<file path="config.mk">
export PLATFORM = sky130hd
export DESIGN_NAME = bcd2binary_seq
export DESIGN_NICKNAME = d
export VERILOG_FILES = /design/src/rtl/bcd2binary_seq.sv
export SDC_FILE = /design/constraint.sdc
export NUM_CORES = 1
export LEC_CHECK = 0
export CORE_MARGIN = 3
export CORE_UTILIZATION = 30
export DETAILED_ROUTE_END_ITERATION = 8
export HOLD_SLACK_MARGIN = 0.15
export MAX_ROUTING_LAYER = met4
export PLACE_DENSITY = 0.61
export RECOVER_POWER = 25
export SETUP_SLACK_MARGIN = 0.02
export SLEW_MARGIN = 40
export SYNTH_ARGS = -nofsm -noshare
export SYNTH_HDL_FRONTEND = slang
export SYNTH_SLANG_ARGS = --single-unit
</file>
<file path="constraint.sdc">
create_clock -name clk -period 1.7 [get_ports clk]
set_clock_uncertainty 0.05 [all_clocks]
set_input_delay 0.34 -clock clk [delete_from_list [all_inputs] [get_ports clk]]
set_output_delay 0.34 -clock clk [all_outputs]
set_load 0.02 [all_outputs]
</file>
<file path="src/rtl/bcd2binary_seq.sv">
// bcd2binary_seq: sequential reverse double-dabble BCD-to-binary converter with start/busy/done handshake.
// Define BCD2BIN_FAST_EN for two shift/correct steps per clock (BIN_W must then be even).
module bcd2binary_seq #(
    parameter int DIGITS = 4,
    parameter int BIN_W  = 14
) (
    input  logic                  clk,
    input  logic                  clr,
    input  logic                  start,
    input  logic [4*DIGITS-1:0]   bcd_in,
    output logic                  busy,
    output logic                  done,
    output logic                  err,
    output logic [BIN_W-1:0]      binary
);
    localparam int BW = 4 * DIGITS;
    localparam int TW = BW + BIN_W;
    localparam int CW = $clog2(BIN_W + 1);
`ifdef BCD2BIN_FAST_EN
    localparam int STEPS = 2;
`else
    localparam int STEPS = 1;
`endif
    localparam logic [CW-1:0] STEP_C = CW'(STEPS);
    localparam logic [CW-1:0] LAST_C = CW'(BIN_W - STEPS);

    typedef enum logic [1:0] {IDLE, SHIFT, DONE} state_t;

    state_t            state_q, state_d;
    logic [BW-1:0]     bcd_q, bcd_d;
    logic [BIN_W-1:0]  bin_q, bin_d;
    logic [BIN_W-1:0]  binary_q, binary_d;
    logic [CW-1:0]     cnt_q, cnt_d;
    logic              err_q, err_d;
    logic [TW-1:0]     sh;

    function automatic logic [TW-1:0] step(input logic [TW-1:0] v);
        logic [TW-1:0] s;
        s = v >> 1;
        for (int k = 0; k < DIGITS; k++)
            s[BIN_W+4*k +: 4] = (s[BIN_W+4*k +: 4] >= 4'd8) ? s[BIN_W+4*k +: 4] - 4'd3 : s[BIN_W+4*k +: 4];
        return s;
    endfunction

    function automatic logic has_bad(input logic [BW-1:0] v);
        logic b;
        b = 1'b0;
        for (int k = 0; k < DIGITS; k++)
            b = b | (v[4*k +: 4] > 4'd9);
        return b;
    endfunction

    always_comb begin
        state_d  = state_q;
        bcd_d    = bcd_q;
        bin_d    = bin_q;
        binary_d = binary_q;
        cnt_d    = cnt_q;
        err_d    = err_q;
        sh       = {bcd_q, bin_q};
        for (int i = 0; i < STEPS; i++)
            sh = step(sh);
        case (state_q)
            IDLE: if (start) begin
                bcd_d   = bcd_in;
                bin_d   = '0;
                cnt_d   = '0;
                err_d   = 1'b0;
                state_d = SHIFT;
            end
            // The latched digits are validated on the first SHIFT edge, so errors finish after E1.
            SHIFT: if (cnt_q == '0 && has_bad(bcd_q)) begin
                err_d    = 1'b1;
                binary_d = '0;
                state_d  = DONE;
            end else begin
                {bcd_d, bin_d} = sh;
                cnt_d          = cnt_q + STEP_C;
                binary_d       = (cnt_q == LAST_C) ? sh[BIN_W-1:0] : binary_q;
                state_d        = (cnt_q == LAST_C) ? DONE : SHIFT;
            end
            default: state_d = IDLE;
        endcase
    end

    always_ff @(posedge clk) begin
        if (clr) begin
            state_q  <= IDLE;
            bcd_q    <= '0;
            bin_q    <= '0;
            binary_q <= '0;
            cnt_q    <= '0;
            err_q    <= 1'b0;
        end else begin
            state_q  <= state_d;
            bcd_q    <= bcd_d;
            bin_q    <= bin_d;
            binary_q <= binary_d;
            cnt_q    <= cnt_d;
            err_q    <= err_d;
        end
    end

    assign busy   = (state_q != IDLE);
    assign done   = (state_q == DONE);
    assign err    = err_q;
    assign binary = binary_q;
endmodule

</file>
Yosys cells after proc, flatten, opt, wreduce, memory -nomap -nowiden

Index checks and enable logic that the tools add are counted.

Register bits after elaboration: 51
Latch bits: 0
RAM bits: 0
Memory bits (read-only): 0
Input port bits: 19
Output and inout port bits: 17
Word-level logic and storage cells: 59
Memories: 0

Add/subtract/negate cells: 5
$mul: 0
Divide/modulo/power cells: 0
$lt $le $gt $ge: 8
Eq/ne operators: 6
Shifts and indexed selects: 0
Muxes and demuxes: 22
Bitwise operators: 3
Reductions and logical operators: 9

Operators with widths:

| cell                                                              | count |
|---|---|
| 2-to-1 mux 14 bit                                                 | 4 |
| 2-to-1 mux 16 bit                                                 | 2 |
| one-hot mux 16 bit (2 select lines)                               | 1 |
| one-hot mux 14 bit (2 select lines)                               | 1 |
| 2-to-1 mux 4 bit                                                  | 6 |
| > comparator 4 bit, second input constant                         | 4 |
| greater-or-equal comparator 4 bit, second input constant          | 3 |
| subtractor 4 x 2 -> 4 bit, second input constant                  | 3 |
| one-hot mux 4 bit (2 select lines)                                | 1 |
| 2-to-1 mux 2 bit                                                  | 3 |
| != test 2 bit, second input constant                              | 3 |
| AND reduction 3 bit                                               | 2 |
| nonzero test 2 bit                                                | 3 |
| adder 4 x 1 -> 4 bit, second input constant                       | 1 |
| equality test 4 bit, second input constant                        | 1 |
| greater-or-equal comparator 3 x 4 -> 1 bit, second input constant | 1 |
| logical NOT 4 bit                                                 | 1 |
| one-hot mux 2 bit (2 select lines)                                | 1 |
| subtractor 3 x 2 -> 4 bit, second input constant                  | 1 |
| bitwise OR 1 bit                                                  | 3 |
| equality test 2 x 1 -> 1 bit, second input constant               | 1 |
| equality test 2 bit, second input constant                        | 1 |
| logical NOT 2 bit                                                 | 1 |
| 2-to-1 mux 1 bit                                                  | 2 |
| 3 further kinds                                                   | 3 |

Logic depth before layout (Yosys ltp)

Depth after elaboration: 7
Depth in mapped cells: 8

Worst setup path before layout

No wires, ideal clock.

Path kind: flip-flop to flip-flop
From: register cnt_q[0]
To: register binary_q[10] (netlist: binary[10])
Setup time: 132 ps
Arrival: 1645 ps
Data required time: 1518 ps
Slack: -127 ps
Stages on the path, launching flop included: 8
Path buffers: 1
Clock period less this slack: 1827 ps
Path through: dfxtp_1 > inv_1 > ha_1 > nor3b_1 > o41ai_4 > o21ai_2 > clkbuf_1 > a21oi_1

Longest elaborated chain between the ends: 4
Elaborated cells on any way between the ends: 6

RTL lines:

| element                       | line | source |
|---|---|---|
| start, declared               | 33   | `logic [CW-1:0] cnt_q, cnt_d;` |
| start signal, assigned        | 99   | `cnt_q <= cnt_d;` |
| logical NOT 4 bit             | 72   | `SHIFT: if (cnt_q == '0 && has_bad(bcd_q)) begin` |
| logical AND 1 bit             | 72   |  |
| nonzero test 2 bit (no line)  | n/a  |  |
| AND reduction 2 bit (no line) | n/a  |  |
| end signal, assigned          | 98   | `binary_q <= binary_d;` |
| end, declared                 | 32   | `logic [BIN_W-1:0] binary_q, binary_d;` |

Several ways; a longest one is shown, not always the timed one.
A chain may end at the register's enable or synchronous reset.

Worst setup path after layout

From: register bcd_q[9]
To: register bcd_q[11]

Longest elaborated chain between the ends: 6
Elaborated cells on any way between the ends: 11

RTL lines:

| element                       | line | source |
|---|---|---|
| start, declared               | 30   | `logic [BW-1:0] bcd_q, bcd_d;` |
| start signal, assigned        | 89   | `bcd_q <= '0;` |
| start signal, assigned        | 96   | `bcd_q <= bcd_d;` |
| > comparator 4 bit            | 49   | `b = b \| (v[4*k +: 4] > 4'd9);` |
| bitwise OR 1 bit (2 in a row) | 49   |  |
| logical AND 1 bit             | 72   |  |
| != test 2 bit (no line)       | n/a  |  |
| AND reduction 3 bit (no line) | n/a  |  |

Several ways; a longest one is shown, not always the timed one. The select of a mux whose other input is x is not followed.

==> out/results.txt <==
Design area: 3359 sq um
Simple-gate portion of the synthesized area: 22.49%
Synth top area cells: dfxtp_1, nand2_1, o21ai_0, nand3_1, ha_1
Max Transition Viols Final: 0
Status: finished with violations
Required time worst endpoint: 1.88 ns
Fin crit period: 1.720 ns
Comb pwr share: 26.7%
Starting Density: 31.35%
Total gr overflow: 0
Max Clock Freq: 581.5 MHz
Placed Cells: 459
Dpl cell area: 3154 sq um
Post-synthesis sequential area ratio: 40.90%
Num CTS Buffers: 5
Lkg Pwr: 1.305 nW
Compound-Gate Fraction of Synth Area: 22.60%
Top_reg_cell synth: dfxtp_1
Share of cells above drive strength 1: 19.73%
# diodes: 0
GP Congestion: 0.8254
Cell family with most CP delay: compound AO/OA/AOI/OAI gates
Crit start category: flop
Syn_nets: 334
Multi-input logic area: 1403 sq um
Pwr dens: 822.7 nW/um^2
Hold Crit Class: flop to flop
CP Buf/Inv Count: 2
Fin cells: 472
Core footprint: 7807 sq um
Num rows: 32
Area Growth Syn to Fin: 37.27%
Worst-path maximum fanout: 6
Adder-Cell Fraction of Synth Area: 4.601%
Reg area: 1007 sq um
Seq cells post-synth: 50
Detail Route Antenna Nets: 0
Clock Power Share: 27.3%
Post-Synth XOR/XNOR Area: 2.505%
Peak VDD IR: 0.3008 mV
Internal: 1.914 mW
Clock Tree Buf Depth: 2
Initial drt markers: 94
Arrival @ worst endpoint: 1.90 ns
Die area: 9278 sq um
Layout Utilization: 43.03%
Clk_lat worst skew: 0.31 ns
Nets: 397
Most frequent cells in the layout: nand2_1, dfxtp_1, buf_4, o21ai_0, nand3_1
RSZ-0062 raised after global routing: true
Setup violators final: 3
Die W: 96.32 um
Largest family of logic cells by synthesized area: compound AO/OA/AOI/OAI gates
Pin count of the biggest net entering global routing: 28
Final hold slack: 0.4070 ns
WL/cell: 13.08 um
Crit path largest cell delay: 0.34 ns
TritonCTS clock tree: yes
Final worst-path cycle share: 101.2%
Syn Area/Cell: 7.998 sq um
Synth warn: 0
Share of the synthesized area in the top cell type: 40.90%
Area leader, netlist: dfxtp_1
Post-synthesis cell area: 2447 sq um
Io pins: 36
Max cap viols: 0
Post-synth EDFFs: 0
CP Capture Type: flop
Number of global-route vias before repair: 2193
First-pass GRT wire length: 10.49 mm
Switch Pwr: 0.8497 mW
IO buf count: 35
Clk sinks: 50
CP Cell Sequence: o21a_1, buf_6, o41ai_4, buf_4, nand4_1, a221oi_2
GRT Total Usage: 14.65%
Detailed placement HPWL: 4.443 mm
Fin worst setup slack: -0.01983 ns
DR pass1 iterations: 4
Setup CP Type: flop to flop
Multiplexer share of the synthesized area: 1.636%
Die H: 96.32 um
Failing checks: setup timing
Asr flop ratio synth: 0%
Rel. slew slack: 71.17%
Fillers: 790
Mapped Cells: 306
DR vias/cell: 4.864
Seq pwr share: 46.0%
Drc violations: 0
Slowest cell on the critical path: o41ai_4
Worst-margin pin slew: 0.4322 ns
Sw frac: 30.74%
Routed vias: 2296
Root Buffer: clkbuf_8
Hold buffers post-CTS: 0
Distinct cells, synth: 36
Worst-path clk slew: 0.10 ns
Initial antenna violation count: 0
H-tree lvl count: 2
Hold Fails Final Rpt: 0
WL final: 6.173 mm
## worst reg2reg max path, cell delays in order, from the launching register on
cell and delay [ns]:
dfxtp_2 0.33, o21a_1 0.21, buf_6 0.13, o41ai_4 0.34
buf_4 0.21, nand4_1 0.11, a221oi_2 0.26
## power groups by stage
stage                     sequential (mW)  combinational, mW  clock [mW]
after global routing                 1.28              0.810       0.826
after global placement               1.30              0.643           0
after floorplan                      1.31              0.369           0
after CTS                            1.27              0.680       0.785
after detailed placement             1.30              0.649           0
final                                1.27              0.737       0.756
## per-stage QoR
step | setup TNS, ns | setup WS [ns] | power, mW
final | -0.04459 | -0.01983 | 2.764
after global routing | -2.095 | -0.1154 | 2.916
after CTS | -0.1719 | -0.05666 | 2.738
after detailed placement | -2.153 | -0.2104 | 1.949
after global placement | -2.854 | -0.1579 | 1.941
after floorplan | 0 | 0.0006741 | 1.674
## final timing paths
path,slack [ns],end,cells past startpoint,start
hold reg to reg,0.41,binary[7],2,binary[7]
hold / removal,0.41,binary[7],2,binary[7]
setup reg to reg,-0.02,bcd_q[11],6,bcd_q[9]
setup / recovery,-0.02,bcd_q[11],6,bcd_q[9]
## logic make-up after synthesis
family / Yosys count
adders and majority gates: 9
and+or+nand+nor: 118
xor gates and xnor gates: 7
AOI/OAI and AO/OA: 86
muxes: 4
DFF: 50
buffers and inverters: 32
## synthesized netlist by cell type (2+ instances only)
library cell,instances
xnor2_1,6
ha_1,9
a221oi_1,3
mux2i_1,4
a22oi_1,10
nand3_1,23
a21oi_1,18
nor2_1,21
nor2b_1,3
o211ai_1,5
nand2b_1,15
inv_1,10
a31oi_1,9
nand4_1,5
nand2_1,45
dfxtp_1,50
o21a_1,4
o21ai_2,2
clkbuf_1,16
buf_2,4
o21ai_0,29
## per-layer routing
layer / track usage [%] / up-vias / share of wire, %
li1: - / 1187 / -
met1: 19.19 / 1063 / 47
met2: 23.29 / 39 / 48
met3: 2.267 / 7 / 4.0
met4: 4.439 / 0 / 1.2
met5: - / - / 0
## flip-flops by register name, indices dropped and copies added (netlist names)
signal	flops
bcd_q	16
bin_q	13
binary	14
cnt_q	4
err	1
state_q	2
## final cells by class
class	count	share of cell area, %
multi-input cells	224	41.75
repair buffers	77	20.30
clock inverters	2	0.4842
flip-flops and latches	50	29.98
inverters	11	1.229
well taps	102	3.799
clock buffers	6	2.458
## what timing repair did
action | 4_1_cts | 5_1_grt
gates resized for setup | 8 | 29
setup endpoints to repair | 33 | 59
pin swaps | 4 | 9
setup buffers | 3 | 2
hold endpoints to repair | 0 | 0
No activity file was read; power rests on OpenSTA's default activity.
